$ cat src/rtl/addsub_pkg.sv
// addsub_pkg: shared state encoding, slice width and a reference add/sub model.
package addsub_pkg;
  typedef enum logic [1:0] {IDLE, RUN, DONE} state_t;
  localparam int NIBBLE_W = 4;
  // Returns {cout, s} in the low w+1 bits for operands of width w (1..64).
  function automatic logic [64:0] golden_addsub(input logic [63:0] a, input logic [63:0] b,
                                                 input logic sub, input int w);
    logic [64:0] m, bx, sum;
    m = (65'd1 << w) - 65'd1;
    bx = (sub ? ~{1'b0, b} : {1'b0, b}) & m;
    sum = ({1'b0, a} & m) + bx + 65'(sub);
    return sum & ((m << 1) | 65'd1);
  endfunction
endpackage

$ cat src/rtl/serial_addsub_slice.sv
// nibble_addsub_slice: combinational 4-bit adder/subtractor with carry chain ports.
module nibble_addsub_slice
  import addsub_pkg::*;
(
  input  logic [NIBBLE_W-1:0] a,
  input  logic [NIBBLE_W-1:0] b,
  input  logic                sub_notadd,
  input  logic                cin,
  output logic [NIBBLE_W-1:0] s,
  output logic                cout
);
  logic [NIBBLE_W-1:0] bx;
  assign bx = sub_notadd ? ~b : b;
  assign {cout, s} = {1'b0, a} + {1'b0, bx} + {{NIBBLE_W{1'b0}}, cin};
endmodule

$ cat src/rtl/serial_addsub.sv
// serial_addsub: wide add/sub run through one 4-bit slice, LS nibble first,
// one nibble per clock, with valid/ready on both sides.
module serial_addsub
  import addsub_pkg::*;
#(
  parameter int NIBBLES = 4
) (
  input  logic                    clk,
  input  logic                    rst_n,
  input  logic                    in_valid,
  output logic                    in_ready,
  input  logic [NIBBLE_W*NIBBLES-1:0] a,
  input  logic [NIBBLE_W*NIBBLES-1:0] b,
  input  logic                    sub_notadd,
  output logic                    out_valid,
  input  logic                    out_ready,
  output logic [NIBBLE_W*NIBBLES-1:0] s,
  output logic                    cout,
  output logic                    overflow
);
  localparam int W = NIBBLE_W * NIBBLES;
  localparam int IW = NIBBLES > 1 ? $clog2(NIBBLES) : 1;
  state_t state, state_nx;
  logic [W-1:0] a_q, b_q;
  logic sub_q, carry, c4, last;
  logic [IW-1:0] idx;
  logic [NIBBLE_W-1:0] a4, b4, bx4, s4;
  assign a4 = a_q[idx*NIBBLE_W +: NIBBLE_W];
  assign b4 = b_q[idx*NIBBLE_W +: NIBBLE_W];
  assign bx4 = sub_q ? ~b4 : b4;
  assign last = idx == IW'(NIBBLES - 1);
  assign in_ready = state == IDLE;
  assign out_valid = state == DONE;
  nibble_addsub_slice u_slice (
    .a(a4), .b(b4), .sub_notadd(sub_q), .cin(carry), .s(s4), .cout(c4)
  );
  always_ff @(posedge clk or negedge rst_n)
    if (!rst_n) state <= IDLE;
    else state <= state_nx;
  always_comb begin
    state_nx = state == IDLE ? (in_valid ? RUN : IDLE)
             : state == RUN  ? (last ? DONE : RUN)
             : (out_ready ? IDLE : DONE);
  end
  always_ff @(posedge clk or negedge rst_n) begin
    if (!rst_n) begin
      a_q <= '0;
      b_q <= '0;
      sub_q <= 1'b0;
      carry <= 1'b0;
      idx <= '0;
      s <= '0;
      cout <= 1'b0;
      overflow <= 1'b0;
    end else if (state == IDLE && in_valid) begin
      a_q <= a;
      b_q <= b;
      sub_q <= sub_notadd;
      carry <= sub_notadd;
      idx <= '0;
    end else if (state == RUN) begin
      s[idx*NIBBLE_W +: NIBBLE_W] <= s4;
      carry <= c4;
      idx <= last ? '0 : idx + 1'b1;
      // MSB slice decides the flags
      if (last) begin
        cout <= c4;
        overflow <= (a4[NIBBLE_W-1] == bx4[NIBBLE_W-1]) && (s4[NIBBLE_W-1] != a4[NIBBLE_W-1]);
      end
    end
  end
endmodule
$ cat config.mk
export PLATFORM = sky130hd
export DESIGN_NAME = serial_addsub
export DESIGN_NICKNAME = d
export VERILOG_FILES = /design/src/rtl/addsub_pkg.sv /design/src/rtl/serial_addsub_slice.sv /design/src/rtl/serial_addsub.sv
export SDC_FILE = /design/constraint.sdc
export NUM_CORES = 1
export LEC_CHECK = 0
export BUFFER_PORTS_ARGS = -buffer_cell sky130_fd_sc_hd__clkbuf_2
export CAP_MARGIN = 20
export CELL_PAD_IN_SITES_DETAIL_PLACEMENT = 1
export CELL_PAD_IN_SITES_GLOBAL_PLACEMENT = 1
export CORE_ASPECT_RATIO = 0.5
export CORE_MARGIN = 2
export CORE_UTILIZATION = 39
export CTS_BUF_LIST = sky130_fd_sc_hd__clkbuf_4 sky130_fd_sc_hd__clkbuf_8
export DETAILED_ROUTE_END_ITERATION = 8
export PLACE_DENSITY_LB_ADDON = 0.1
export SETUP_SLACK_MARGIN = 0.02
export SYNTH_ARGS = -nofsm -noshare
export SYNTH_HDL_FRONTEND = slang
export SYNTH_SLANG_ARGS = --single-unit
$ cat constraint.sdc
create_clock -name clk -period 2.5 [get_ports clk]
set_input_delay 0.25 -clock clk [delete_from_list [all_inputs] [get_ports clk]]
set_output_delay 0.25 -clock clk [all_outputs]
set_load 0.02 [all_outputs]
## Yosys cells after proc, flatten, opt, wreduce, memory -nomap -nowiden

Index checks and enable logic that the tools add are counted.

- Add/subtract/negate cells: 4
- Equality and inequality tests: 5
- Shift operators: 4
- Muxes and demuxes: 12
- Bitwise operators: 2
- Reduce and logical (&&, ||, !) cells: 6

Operator list:

| operator | count |
|---|---|
| $neg 4->34 | 1 |
| $shift 4x34->16 const A | 1 |
| $shiftx 4x34->16 | 1 |
| $shiftx 16x5->4 | 2 |
| $bwmux 16 | 1 |
| $mux 2 | 7 |
| $add 4x4->5 | 1 |
| $add 5x1->5 | 1 |
| $eq 2x2->1 const B | 2 |
| $mux 4 | 1 |
| $not 4->4 | 1 |
| $mux 1 | 3 |
| $reduce_and 3->1 | 1 |
| $add 2x1->2 const B | 1 |
| $eq 2x1->1 const B | 1 |
| $logic_and 1x1->1 | 2 |
| $logic_not 2->1 | 1 |
| $reduce_and 2->1 | 1 |
| $reduce_bool 2->1 | 1 |
| $eq 1x1->1 | 1 |
| $ne 1x1->1 | 1 |
| $not 1->1 | 1 |

- Flip-flop bits (word level): 56
- Bits of input ports: 37

## Depth between registers and ports, before layout

- Depth in word-level cells: 7
- Depth in mapped cells: 8
- Depth with buffers taken out: 7

## Modules after synthesis

From an unflattened synthesis, not the netlist that was laid out.

- Cells, all modules: 195
- Area total of the unflattened synthesis: 2,631.3 µm²

By module, submodules not included:

| module | times used | cells an instance | area an instance (µm²) | seq. area each (µm²) |
|---|---|---|---|---|
| serial_addsub | 1 | 176 | 2,456.1 | 1,401.3 |
| nibble_addsub_slice | 1 | 19 | 175.2 | 0.0 |

## Least setup slack after synthesis

OpenSTA, ideal clock, no wires.

- Path type: register to register
- Start: register idx[0]
- End: register carry
- Setup time: 137 ps
- Arrival time: 2,459 ps
- Data required time: 2,363 ps
- Path slack: -97 ps
- Stages on the path, launching flop included: 9
- Path buffers: 1
- Path through: dfrtp_1 buf_6 mux4_1 xnor2_1 fa_1 fa_1 a21o_1 a21oi_1 o211ai_1

- Word-level cells in the longest chain between the ends: 7
- Elaborated cells on any way between the ends: 8

Ends and longest elaborated chain:

| element | RTL line | RTL |
|---|---|---|
| from (decl) | serial_addsub.sv:26 | `logic [IW-1:0] idx;` |
| from (signal assigned) | serial_addsub.sv:64 | `idx <= last ? '0 : idx + 1'b1;` |
| $shiftx 16x5->4 | serial_addsub.sv:29 | `assign b4 = b_q[idx*NIBBLE_W +: NIBBLE_W];` |
| $not 4->4 | serial_addsub_slice.sv:13 | `assign bx = sub_notadd ? ~b : b;` |
| $mux 4 | serial_addsub_slice.sv:13 |  |
| $add 4x4->5 (*) | serial_addsub_slice.sv:14 | `assign {cout, s} = {1'b0, a} + {1'b0, bx} + {{NIBBLE_W{1'b0}}, cin};` |
| $add 5x1->5 (*) | serial_addsub_slice.sv:14 |  |
| $mux 1 (*) | serial_addsub.sv:61 | `end else if (state == RUN) begin` |
| $mux 1 (*) | serial_addsub.sv:55 | `end else if (state == IDLE && in_valid) begin` |
| to (signal assigned) | serial_addsub.sv:59 | `carry <= sub_notadd;` |
| to (decl) | serial_addsub.sv:25 | `logic sub_q, carry, c4, last;` |

Mark *: on every way between the ends. The rest lies on a longest branch, timed or not. The select of a mux whose other input is x is not followed.
A chain may end at the register's enable or synchronous reset.

## Worst setup path in the final report

- Start: register idx[0]
- End: register s[6]

- Word-level cells in the longest chain between the ends: 7
- Elaborated cells on any way between the ends: 10

Ends and longest elaborated chain:

| element | RTL line | RTL |
|---|---|---|
| $shiftx 16x5->4 | serial_addsub.sv:29 |  |
| $not 4->4 | serial_addsub_slice.sv:13 |  |
| $mux 4 | serial_addsub_slice.sv:13 |  |
| $add 4x4->5 | serial_addsub_slice.sv:14 |  |
| $add 5x1->5 | serial_addsub_slice.sv:14 |  |
| $shiftx 4x34->16 | serial_addsub.sv:62 | `s[idx*NIBBLE_W +: NIBBLE_W] <= s4;` |
| $bwmux 16 (*) | serial_addsub.sv:62 |  |
| to (signal assigned) | serial_addsub.sv:52 | `s <= '0;` |
| to (signal, indexed assignment) | serial_addsub.sv:62 |  |
| to (decl) | serial_addsub.sv:17 | `output logic [NIBBLE_W*NIBBLES-1:0] s,` |

Mark *: on every way between the ends. The rest lies on a longest branch, timed or not.

==> impl_metrics.ini <==
[synthesis]
yosysMostFrequentCell = nand2_1
synth_fp_nets = 310
yosysSeqAreaShare_pct = 52.2
synth_commonest_cells = nand2_1, dfrtp_1, ha_1
synth_edf_count = 0
synth_largest_area_cell = dfrtp_1
synth_top_flop_cell = dfrtp_1
synth_area_per_cell_sq_um = 10.2
synth_cell_types = 34
syn_inst = 262
yosys_warnings = 0
syn_area_sq_mm = 0.00268
synth_top_area_share_pct = 52.2
synthArstFlopShare_pct = 100
ys_top_cells_by_area = dfrtp_1, nand2_1, ha_1
yosys_register_bits = 56

[sta]
tightest_slew_ns = 0.818
fin_ws_ns = -0.0162
max_freq_mhz = 397
hold_viol = 0
drv_slew = 0
fin_skew_ns = 0.00839
fin_crit_sh_pct = 101
whs_ns = 0.00310
rsz0062_at_grt = true
finalCriticalPeriod_ns = 2.52
finalSetupViolCount = 2
slew-limit-headroom_pct = 45.5

[power_and_ir_drop]
swShare_pct = 45.8
power_density_mw_per_mm2 = 1640
vdd_drop_max_mv = 0.631
p_seq_share_pct = 29.4
p_leak_nw = 1.69
power.share.clock_pct = 9.4
p_sw_mw = 2.46
power_frac_comb_pct = 61.2
power_mw = 5.37
power.internal_mw = 2.91

[cells_and_area]
fillCellCount = 793
final_nets = 374
antenna_cells = 0
drive_gt1_share_pct = 30.4
syn_to_final_growth_pct = 22.1

[floorplanning]
core_area_sq_mm = 0.00667
die_h_microns = 62.6
rows = 21
dieArea_sq_mm = 0.00760
io_pins = 57
die_w_microns = 121
initial_utilization_pct = 40.2

[worst_setup_path]
worstPathMaxFanout = 4
max_stage_delay_ns = 0.56
path_delay_family = adder cells
r2r_slack_ns = -0.02
crit_arrival_ns = 2.71
crit_type = reg -> reg
worstSetupPathDepth = 6
ff2ff_path_depth = 6
cp_slowest_cell = mux4_2
r2r_end = s[6]
start_kind = flop
critPathBufInv = 0
cp-end-kind = flop
crit_path_end = s[6]
r2r-start = idx[0]
cp.required_ns = 2.70
cp-startpoint = idx[0]
crit_path_cell_trace = mux4_2 -> xnor2_2 -> fa_2 -> fa_2 -> xnor2_2 -> o21ai_0

[global_routing]
grt_start_max_net_pins = 33
grt_overflow = 0
grt_use_total_pct = 19.5
antenna_found_initial = 0
grt_pass1_vias = 2269
grt_pass1_wl_microns = 11500

[detailed_routing]
vias = 2092
drt-initial-drc-count = 104
avgViaCountPerCell = 5.00
wl_per_cell_microns = 16.3
dr.pass1.iters = 4
drc = 0
finalWirelength_microns = 6800
ant_nets = 0

[placement]
hpwl_microns = 5180
portBuffers = 56
pre_cts_slack_ns = -0.0454
place_congestion = 0.847

[clocking]
numCtsBuffers = 5
cts_hold_buf = 0
cts_tree = yes
clk_latency_ns = 0.33
cts.sinks = 56
clock_path_buffers = 2
root_buffer = clkbuf_8
h-tree-depth = 2
clkTransAtPathRegs_ns = 0.10

[outcome]
outcome = complete, but fails checks
violations = negative setup slack

[run]
drv_cap = 0

[min_path]
hp-class = in -> async
==> stage by stage <==
| step | util, % | instance area, sq um | std cells | setup TNS, ns |
|---|---|---|---|---|
| after floorplan | - | 2690 | 262 | 0 |
| after global placement | 46.8 | 3130 | 411 | 0 |
| after detailed placement | 46.8 | 3130 | 411 | -0.0941 |
| after CTS | 48.1 | 3210 | 418 | 0 |
| after global routing | 49.1 | 3280 | 418 | -0.878 |
| final | 49.1 | 3280 | 418 | -0.0178 |
==> worst min path at each step <==
stage	cells after the start	startpoint	end
after floorplan	0	rst_n	a_q[0]
after global placement	1	rst_n	s[1]
after detailed placement	1	rst_n	s[1]
after CTS	1	rst_n	s[8]
after global routing	1	rst_n	s[12]
final	1	rst_n	s[8]
==> cell type report <==
type	count	area [sq um]	area share [%]
Inverter	5	18.8	0.573
Multi-Input combinational cell	188	1270	38.8
Tap cell	92	115	3.51
Timing Repair Buffer	70	389	11.9
Clock buffer	6	76.3	2.33
Sequential cell	56	1400	42.8
Clock inverter	1	5.00	0.153
==> repair_timing <==
action                                  4_1_cts  5_1_grt
endpoints found under the setup margin        4       10
hold endpoints to repair                      0        0
pin swaps                                     0        8
resized for setup                             4       12
buffers inserted                              0        1
==> sequential cells by signal, summed over array words and instances (netlist names) <==
signal and flops:
a_q 16, b_q 16, s 16, idx 2, state 2, carry 1
cout 1, overflow 1, sub_q 1
==> power groups by stage <==
stage | Sequential (mW) | Clock [mW] | Combinational [mW]
2_1_floorplan | 1.57 | 0 | 1.94
6_report | 1.58 | 0.505 | 3.28
3_5_place_dp | 1.59 | 0 | 2.96
4_1_cts | 1.58 | 0.518 | 3.01
3_3_place_gp | 1.58 | 0 | 2.85
5_1_grt | 1.63 | 0.559 | 3.63
==> cell usage in the layout (no fill, tap or decap), drive strengths merged <==
master,instances
ha,9
o41ai,1
and3,2
a21oi,2
inv,4
o21ai,8
nand2b,1
mux4,8
a21o,2
o31ai,6
o211ai,1
a21boi,2
xnor2,5
and4bb,1
buf,14
nand3,6
clkinv,2
nor3b,1
a22o,8
nand3b,5
or3b,2
a211oi,2
nand2,108
clkbuf,62
dfrtp,56
nor2,3
or2,1
fa,2
nor4,1
or4,1
==> worst register-to-register path: cells and delay by family (launching register included) <==
| family | cells | cell delay (ns) |
|---|---|---|
| adder cells (fa/ha/maj) | 2 | 0.80 |
| multiplexers | 1 | 0.56 |
| XOR/XNOR | 2 | 0.47 |
| flip-flops | 1 | 0.42 |
| AO/OA/AOI/OAI | 1 | 0.14 |
==> per-layer routing <==
metal	share of wire, %	GRT usage (%)	vias up
li1	-	-	1001
met1	49	26.8	1033
met2	45	31.1	49
met3	4.9	5.20	9
met4	1.1	4.60	0
met5	0	0	-
==> cell families after synthesis <==
| family | share of synthesized area (%) |
|---|---|
| flip-flops | 52.2 |
| AO/OA/AOI/OAI | 8.63 |
| buffers and inverters | 3.45 |
| XOR/XNOR | 1.63 |
| AND/OR/NAND/NOR | 21.2 |
| multiplexers | 7.14 |
| adder cells (fa/ha/maj) | 5.69 |
Power figures use the tool's default switching activity.
